--- src/rtl/alu_exec_unit_pkg.sv ---
// alu_exec_unit_pkg: opcode encodings shared with ALU control decode
package alu_exec_unit_pkg;

  typedef enum logic [3:0] {
    ALU_AND      = 4'b0000,
    ALU_OR       = 4'b0001,
    ALU_ADD      = 4'b0010,
    ALU_XOR      = 4'b0011,
    ALU_NOT      = 4'b0100,
    ALU_SUBTRACT = 4'b0110,
    ALU_JUMP     = 4'b1100
  } alu_op_e;

  localparam int LINK_OFFSET = 4;
  localparam int CNT_W       = 8;

  function automatic logic is_legal(input logic [3:0] code);
    return code inside {ALU_AND, ALU_OR, ALU_ADD, ALU_XOR, ALU_NOT, ALU_SUBTRACT, ALU_JUMP};
  endfunction

endpackage

--- src/rtl/alu_exec_unit_core.sv ---
// alu_core: combinational ALU compute (result, carry, illegal) for one code
module alu_core
  import alu_exec_unit_pkg::*;
#(
  parameter int W = 8
) (
  input  logic [3:0]   code,
  input  logic [W-1:0] a,
  input  logic [W-1:0] b,
  output logic [W-1:0] result,
  output logic         carry,
  output logic         illegal
);

  logic [W:0] sum;
  logic [W:0] link;

  assign sum  = {1'b0, a} + {1'b0, b};
  assign link = {1'b0, a} + (W+1)'(LINK_OFFSET);

  // decode the code into result and carry; unknown codes yield zero
  always_comb begin
    result  = '0;
    carry   = 1'b0;
    illegal = !is_legal(code);
    case (code)
      ALU_AND:      result = a & b;
      ALU_OR:       result = a | b;
      ALU_ADD:      {carry, result} = sum;
      ALU_XOR:      result = a ^ b;
      ALU_NOT:      result = ~a;
      ALU_SUBTRACT: begin
        result = a - b;
        carry  = a >= b;
      end
      ALU_JUMP:     {carry, result} = link;
      default:      result = '0;
    endcase
  end

endmodule

--- src/rtl/alu_exec_unit.sv ---
// alu_exec_unit: two-stage valid/ready ALU pipeline with flush and illegal-op counter
module alu_exec_unit
  import alu_exec_unit_pkg::*;
#(
  parameter int W = 8
) (
  input  logic             clk,
  input  logic             rst_n,
  input  logic             flush,
  input  logic             in_valid,
  output logic             in_ready,
  input  logic [3:0]       alu_control,
  input  logic [W-1:0]     op_a,
  input  logic [W-1:0]     op_b,
  output logic             out_valid,
  input  logic             out_ready,
  output logic [W-1:0]     result,
  output logic             zero,
  output logic             carry,
  output logic             illegal,
  output logic [CNT_W-1:0] illegal_cnt
);

  logic           s1_valid;
  logic           s1_advance;
  logic [3:0]     s1_code;
  logic [W-1:0]   s1_a;
  logic [W-1:0]   s1_b;
  logic [W-1:0]   core_result;
  logic           core_carry;
  logic           core_illegal;

  assign s1_advance = s1_valid && (!out_valid || out_ready);
  assign in_ready   = !s1_valid || s1_advance;

  alu_core #(.W(W)) u_core (
    .code    (s1_code),
    .a       (s1_a),
    .b       (s1_b),
    .result  (core_result),
    .carry   (core_carry),
    .illegal (core_illegal)
  );

  // S1: capture the offered operation; flush empties the stage
  always_ff @(posedge clk or negedge rst_n) begin
    if (!rst_n) begin
      s1_valid <= 1'b0;
      s1_code  <= '0;
      s1_a     <= '0;
      s1_b     <= '0;
    end else if (flush) begin
      s1_valid <= 1'b0;
    end else if (in_valid && in_ready) begin
      s1_valid <= 1'b1;
      s1_code  <= alu_control;
      s1_a     <= op_a;
      s1_b     <= op_b;
    end else if (s1_advance) begin
      s1_valid <= 1'b0;
    end
  end

  // S2: register computed result and flags; data only moves on advance so it holds under stall
  always_ff @(posedge clk or negedge rst_n) begin
    if (!rst_n) begin
      out_valid <= 1'b0;
      result    <= '0;
      zero      <= 1'b0;
      carry     <= 1'b0;
      illegal   <= 1'b0;
    end else if (flush) begin
      out_valid <= 1'b0;
    end else if (s1_advance) begin
      out_valid <= 1'b1;
      result    <= core_result;
      zero      <= core_result == '0;
      carry     <= core_carry;
      illegal   <= core_illegal;
    end else if (out_ready) begin
      out_valid <= 1'b0;
    end
  end

  // count illegal operations entering S2, saturating at all-ones
  always_ff @(posedge clk or negedge rst_n) begin
    if (!rst_n)
      illegal_cnt <= '0;
    else if (!flush && s1_advance && core_illegal && illegal_cnt != '1)
      illegal_cnt <= illegal_cnt + 1'b1;
  end

endmodule
--- config.mk ---
export PLATFORM = sky130hd
export DESIGN_NAME = alu_exec_unit
export DESIGN_NICKNAME = d
export VERILOG_FILES = /design/src/rtl/alu_exec_unit_pkg.sv /design/src/rtl/alu_exec_unit_core.sv /design/src/rtl/alu_exec_unit.sv
export SDC_FILE = /design/constraint.sdc
export NUM_CORES = 1
export LEC_CHECK = 0
export CAP_MARGIN = 10
export CELL_PAD_IN_SITES_DETAIL_PLACEMENT = 0
export CELL_PAD_IN_SITES_GLOBAL_PLACEMENT = 1
export CORE_ASPECT_RATIO = 1.5
export CORE_MARGIN = 2
export CORE_UTILIZATION = 42
export CTS_BUF_LIST = sky130_fd_sc_hd__clkbuf_4 sky130_fd_sc_hd__clkbuf_8 sky130_fd_sc_hd__clkbuf_16
export CTS_CLUSTER_DIAMETER = 100
export DETAILED_ROUTE_END_ITERATION = 16
export PLACE_DENSITY = 0.8
export SYNTH_ARGS = -nofsm -noshare
export SYNTH_HDL_FRONTEND = slang
export SYNTH_SLANG_ARGS = --single-unit
--- constraint.sdc ---
create_clock -name clk -period 7 [get_ports clk]
set_input_delay 2.1 -clock clk [delete_from_list [all_inputs] [get_ports clk]]
set_output_delay 2.1 -clock clk [all_outputs]
set_load 0.02 [all_outputs]
; ---- After elaboration in Yosys (flattened, before gate mapping)
; Cells that the tools add are included.
[totals]
reg_bits = 41
out_inout_bits = 21
in_bits = 25
wordCells = 53
[classes]
magnitude_cmp = 1
muxes = 8
bitwise_logic = 5
reduce_logical = 18
eq_ne = 7
addsub = 4
[ops]
columns = operator, count
row1 = $pmux W8 S7, 1
row2 = $add A8 B3 Y9 const B, 1
row3 = $add A8 B8 Y9, 1
row4 = $add A8 B1 Y8 const B, 1
row5 = $and A8 B8 Y8, 1
row6 = $eq A4 B2 Y1 const B, 2
row7 = $eq A4 B3 Y1 const B, 2
row8 = $ge A8 B8 Y1, 1
row9 = $logic_not A8 Y1, 1
row10 = $ne A8 B8 Y1 const B, 1
row11 = $not A8 Y8, 1
row12 = $or A8 B8 Y8, 1
row13 = $sub A8 B8 Y8, 1
row14 = $xor A8 B8 Y8, 1
row15 = $reduce_bool A7 Y1, 1
row16 = $mux W1, 6
row17 = $reduce_bool A3 Y1, 2
row18 = $logic_and A1 B1 Y1, 5
row19 = $eq A4 B1 Y1 const B, 1
row20 = $eq A4 B4 Y1 const B, 1
row21 = $logic_not A1 Y1, 4
row22 = $logic_not A4 Y1, 1
row23 = $reduce_and A2 Y1, 2
row24 = $pmux W1 S3, 1
row25 = other kinds (2), 3

; ---- Logic depth before layout (Yosys ltp)
[logic_depth]
depth_word = 7
ltp_mapped = 10
mapped_depth_nobuf = 10

; ---- Hierarchy
; A second synthesis with hierarchy kept.
[unflattened]
hier_cells = 317
hier_area_um2 = 3094.2
[by_module_without_submodules]
columns = mod, cells_per_inst, n_inst, seq_area_each_um2, area_per_inst_um2
row1 = alu_exec_unit, 119, 1, 1026.0, 1714.1
row2 = alu_core, 198, 1, 0.0, 1380.1

; ---- Worst setup path after synthesis
; No wires, ideal clock.
[synth_path]
path_kind = input to output
startpoint = input port out_ready
endpoint = output port in_ready
stages = 2
required_time_ns = 4.900
t_arrival_ns = 2.379
slack_ns = 2.521
path_buffers = 0
cell_sequence = nor2b_4 nand2_1
[synth_between]
elab_chain_cells = 3
[synth_rtl]
columns = element, line
row1 = from (decl), alu_exec_unit.sv:16  ; input logic out_ready,
row2 = $logic_or A1 B1 Y1, alu_exec_unit.sv:33  ; assign s1_advance = s1_valid && (!out_valid || out_ready);
row3 = $logic_and A1 B1 Y1, alu_exec_unit.sv:33
row4 = $logic_or A1 B1 Y1, alu_exec_unit.sv:34  ; assign in_ready = !s1_valid || s1_advance;
row5 = to (decl), alu_exec_unit.sv:11  ; output logic in_ready,
; No other way between the ends.

; ---- Worst setup path after layout
; Ends and elaborated chain as after synthesis.

==> results.py <==
metrics = {
    "outcome": {
        "status": "finished, final reports clean",
    },
    "hold_path": {
        "hold_path.startpoint": "result[4]$_DFFE_PN0P_",
        "hold_depth": 2,
        "hold_class": "reg -> reg",
        "whs_endpoint": "result[4]$_DFFE_PN0P_",
    },
    "placed_design": {
        "place_area_sq_um": 3550,
        "port_buffers": 45,
        "dp_hpwl_um": 5370,
        "place_congestion": 0.881,
    },
    "clocking": {
        "clk_latency_ns": 0.30,
        "clk_pin_slew_ns": 0.08,
        "cts_made_buffers": 5,
        "cts_tree": "built",
        "htreeDepth": 2,
        "holdBufCountCts": 0,
        "cts_setup_buffers": 0,
        "cts_root_buf": "clkbuf_8",
        "cts.path.max_buffers": 2,
        "clock_sinks": 41,
        "post_cts_resized": 0,
    },
    "cells_and_area": {
        "final_layout_size_suffix_gt1_share_pct": 13.4,
        "synthToLayoutAreaGrowth_pct": 19.1,
        "finalInstanceArea_sq_um": 3670,
        "layout.nets": 411,
        "n_antenna_cell": 0,
    },
    "synthesis": {
        "synthAdderAreaFrac_pct": 11.8,
        "synth-edff-count": 0,
        "async_reset_ff_share_pct": 100,
        "yosysSeqAreaShare_pct": 33.3,
        "synth_cell_types": 65,
        "yosys-mux-area-fraction_pct": 8.68,
        "synth_top_family_by_area": "compound AO/OA/AOI/OAI gates",
        "synth_fp_nets": 374,
        "synth-compound-area-share_pct": 19.5,
        "synthFlopType": "dfrtp_1",
        "synth_cells": 321,
        "synth_xor_area_share_pct": 4.83,
        "syn_area_per_cell_sq_um": 9.61,
        "synth_area_sq_um": 3090,
        "yosysWarningCount": 0,
        "ys_seq_elements": 41,
        "synth_simple_gate_area_share_pct": 15.5,
    },
    "setup_path": {
        "r2r_start": "s1_a[2]$_DFFE_PN0P_",
        "r2r_end": "zero$_DFFE_PN0P_",
        "cp.required_ns": 4.90,
        "regToRegSetupSlack_ns": 4.27,
        "path_class": "in -> out",
        "end_kind": "primary output",
        "crit_fanout": 5,
        "worstSetupStartpointType": "input port",
        "r2r_cells": 9,
        "cp.arrival_ns": 3.35,
    },
    "grt": {
        "grt_usage_pct": 19.0,
        "grt_max_degree": 42,
        "grt_pass1_vias": 2460,
        "overflow": 0,
        "grt_pass1_wl_um": 11900,
        "antenna_found_initial": 0,
    },
    "route": {
        "first_pass_iters": 4,
        "wl_per_cell_um": 15.3,
        "ant_nets": 0,
        "vias_per_cell": 5.40,
        "vias": 2477,
        "drc": 0,
        "wl_um": 7040,
        "drt_iter0_markers": 139,
    },
    "floorplan": {
        "die_y_um": 109,
        "start_util_pct": 43.0,
        "rows": 38,
        "coreArea_sq_um": 7180,
        "dieArea_sq_um": 8060,
        "die_x_um": 74.0,
        "io_pins": 46,
    },
    "power": {
        "leakagePower_nw": 1.57,
        "cellPowerDensity_nw_per_um2": 271,
        "irDropWorstVdd_uv": 211,
    },
    "timing": {
        "timing.slew.headroom_pct": 34.7,
        "grt_setup_unrepaired": "no",
        "finalCriticalPeriod_ns": 5.45,
        "finalHoldViolations": 0,
        "post-route-period-util_pct": 77.8,
        "tightest_slew_ns": 0.976,
        "final.setup.tns_ns": 0,
        "fmax_ghz": 0.184,
        "setup_viol": 0,
        "clock_skew_ns": 0.00585,
        "drv_slew": 0,
    },
    "run": {
        "cap_violations": 0,
    },
}
## worst max-delay path by stage
stage               from  endpoint  cells past startpoint
2_1_floorplan  out_ready  in_ready                      2
3_3_place_gp   out_ready  in_ready                      4
3_5_place_dp   out_ready  in_ready                      4
4_1_cts        out_ready  in_ready                      4
5_1_grt        out_ready  in_ready                      4
6_report       out_ready  in_ready                      4
## metrics by stage
step | power (W) | util, % | hold slack [ns] | std cells | setup WS, ns
final | 0.000996 | 51.2 | 0.490 | 459 | 1.55
after global routing | 0.00107 | 51.2 | 0.513 | 459 | 1.53
after CTS | 0.00100 | 51.2 | 0.495 | 459 | 1.55
after detailed placement | 0.000795 | 49.5 | 0.466 | 451 | 1.55
after global placement | 0.000794 | 49.5 | 0.471 | 451 | 1.56
after floorplan | 0.000656 | - | 0.506 | 321 | 2.52
## sequential cells by signal (all words and copies together), names as in the netlist
signal	count
result	8
illegal_cnt	8
zero	1
s1_b	8
s1_valid	1
out_valid	1
s1_a	8
carry	1
s1_code	4
illegal	1
## cell usage in the layout, fill, tap and decap left out, types with 5 or more instances in the layout
cell type        netlist  final
dfrtp_1               41     41
mux2_2                22     22
nand2b_1               5      5
a21oi_1               14     14
xnor2_1               12     12
o21ai_0               19     19
nand2_1               26     26
ha_1                  26     26
a31oi_1                5      5
nor3_1                 5      5
xor2_1                 5      5
inv_1                 23     23
nand3_1                7      7
nor2_1                22     22
clkbuf_8               2      6
clkdlybuf4s50_1        0     44
## where the power goes
part           switching, W  total (W)  internal (W)
logic              0.000240   0.000447      0.000207
clock network     0.0000834   0.000204      0.000120
registers         0.0000626   0.000346      0.000283
## synth_stat cells, types with 2 or more instances
| cell type | n | area share [%] |
|---|---|---|
| dfrtp_1 | 41 | 33 |
| ha_1 | 26 | 11 |
| nand2_1 | 26 | 3.2 |
| inv_1 | 23 | 2.8 |
| mux2_2 | 22 | 8.0 |
| nor2_1 | 22 | 2.7 |
| o21ai_0 | 19 | 3.1 |
| a21oi_1 | 14 | 2.3 |
| xnor2_1 | 12 | 3.4 |
| buf_2 | 7 | 1.1 |
| nand3_1 | 7 | 1.1 |
| a31oi_1 | 5 | 1.0 |
| nand2b_1 | 5 | 1.0 |
| nor3_1 | 5 | 0.81 |
| xor2_1 | 5 | 1.4 |
| a211o_1 | 4 | 1.1 |
| a211oi_1 | 4 | 0.97 |
| a221oi_1 | 3 | 0.85 |
| clkbuf_1 | 3 | 0.36 |
| nand3b_1 | 3 | 0.73 |
| nor3b_1 | 3 | 0.73 |
| o211ai_1 | 3 | 0.73 |
| o221ai_1 | 3 | 0.85 |
| o31ai_1 | 3 | 0.73 |
| a211oi_2 | 2 | 0.81 |
| a22oi_1 | 2 | 0.49 |
| and3_1 | 2 | 0.41 |
| buf_6 | 2 | 0.73 |
| clkbuf_8 | 2 | 0.89 |
| fa_1 | 2 | 1.3 |
| mux2i_1 | 2 | 0.65 |
| nand4_1 | 2 | 0.41 |
| nor3_2 | 2 | 0.65 |
| nor4_1 | 2 | 0.41 |
| nor4b_1 | 2 | 0.57 |
| o21ai_2 | 2 | 0.57 |
## logic make-up (layout without fill, tap and decap cells)
| group | count (synthesis) | after routing |
|---|---|---|
| xor gates and xnor gates | 17 | 17 |
| adders and majority gates | 28 | 28 |
| AOI/OAI and AO/OA | 80 | 80 |
| DFF | 41 | 41 |
| buffers and inverters | 40 | 78 |
| muxes | 24 | 24 |
| and+or+nand+nor | 91 | 91 |
## area by class of cell
class	instances	area, sq um
Clock buffer	7	90.1
Clock inverter	1	30.0
Fill cell	670	3500
Inverter	24	90.1
Multi-Input combinational cell	240	1860
Sequential cell	41	1030
Tap cell	100	125
Timing Repair Buffer	46	453
## critical path, cell delays in order
cell and delay (ns):
clkdlybuf4s50_1 0.50, nor2b_4 0.06, nand2_1 0.08, clkdlybuf4s50_1 0.60
## routing by layer
| metal | GRT usage (%) | up-vias | part of all wire, % |
|---|---|---|---|
| met5 | 0 | - | 0 |
| met4 | 7.53 | 0 | 2.3 |
| met3 | 2.77 | 14 | 3.6 |
| met2 | 30.9 | 57 | 50 |
| met1 | 25.2 | 1188 | 44 |
| li1 | - | 1218 | - |
Note: power is estimated with default switching activity, not from simulation.
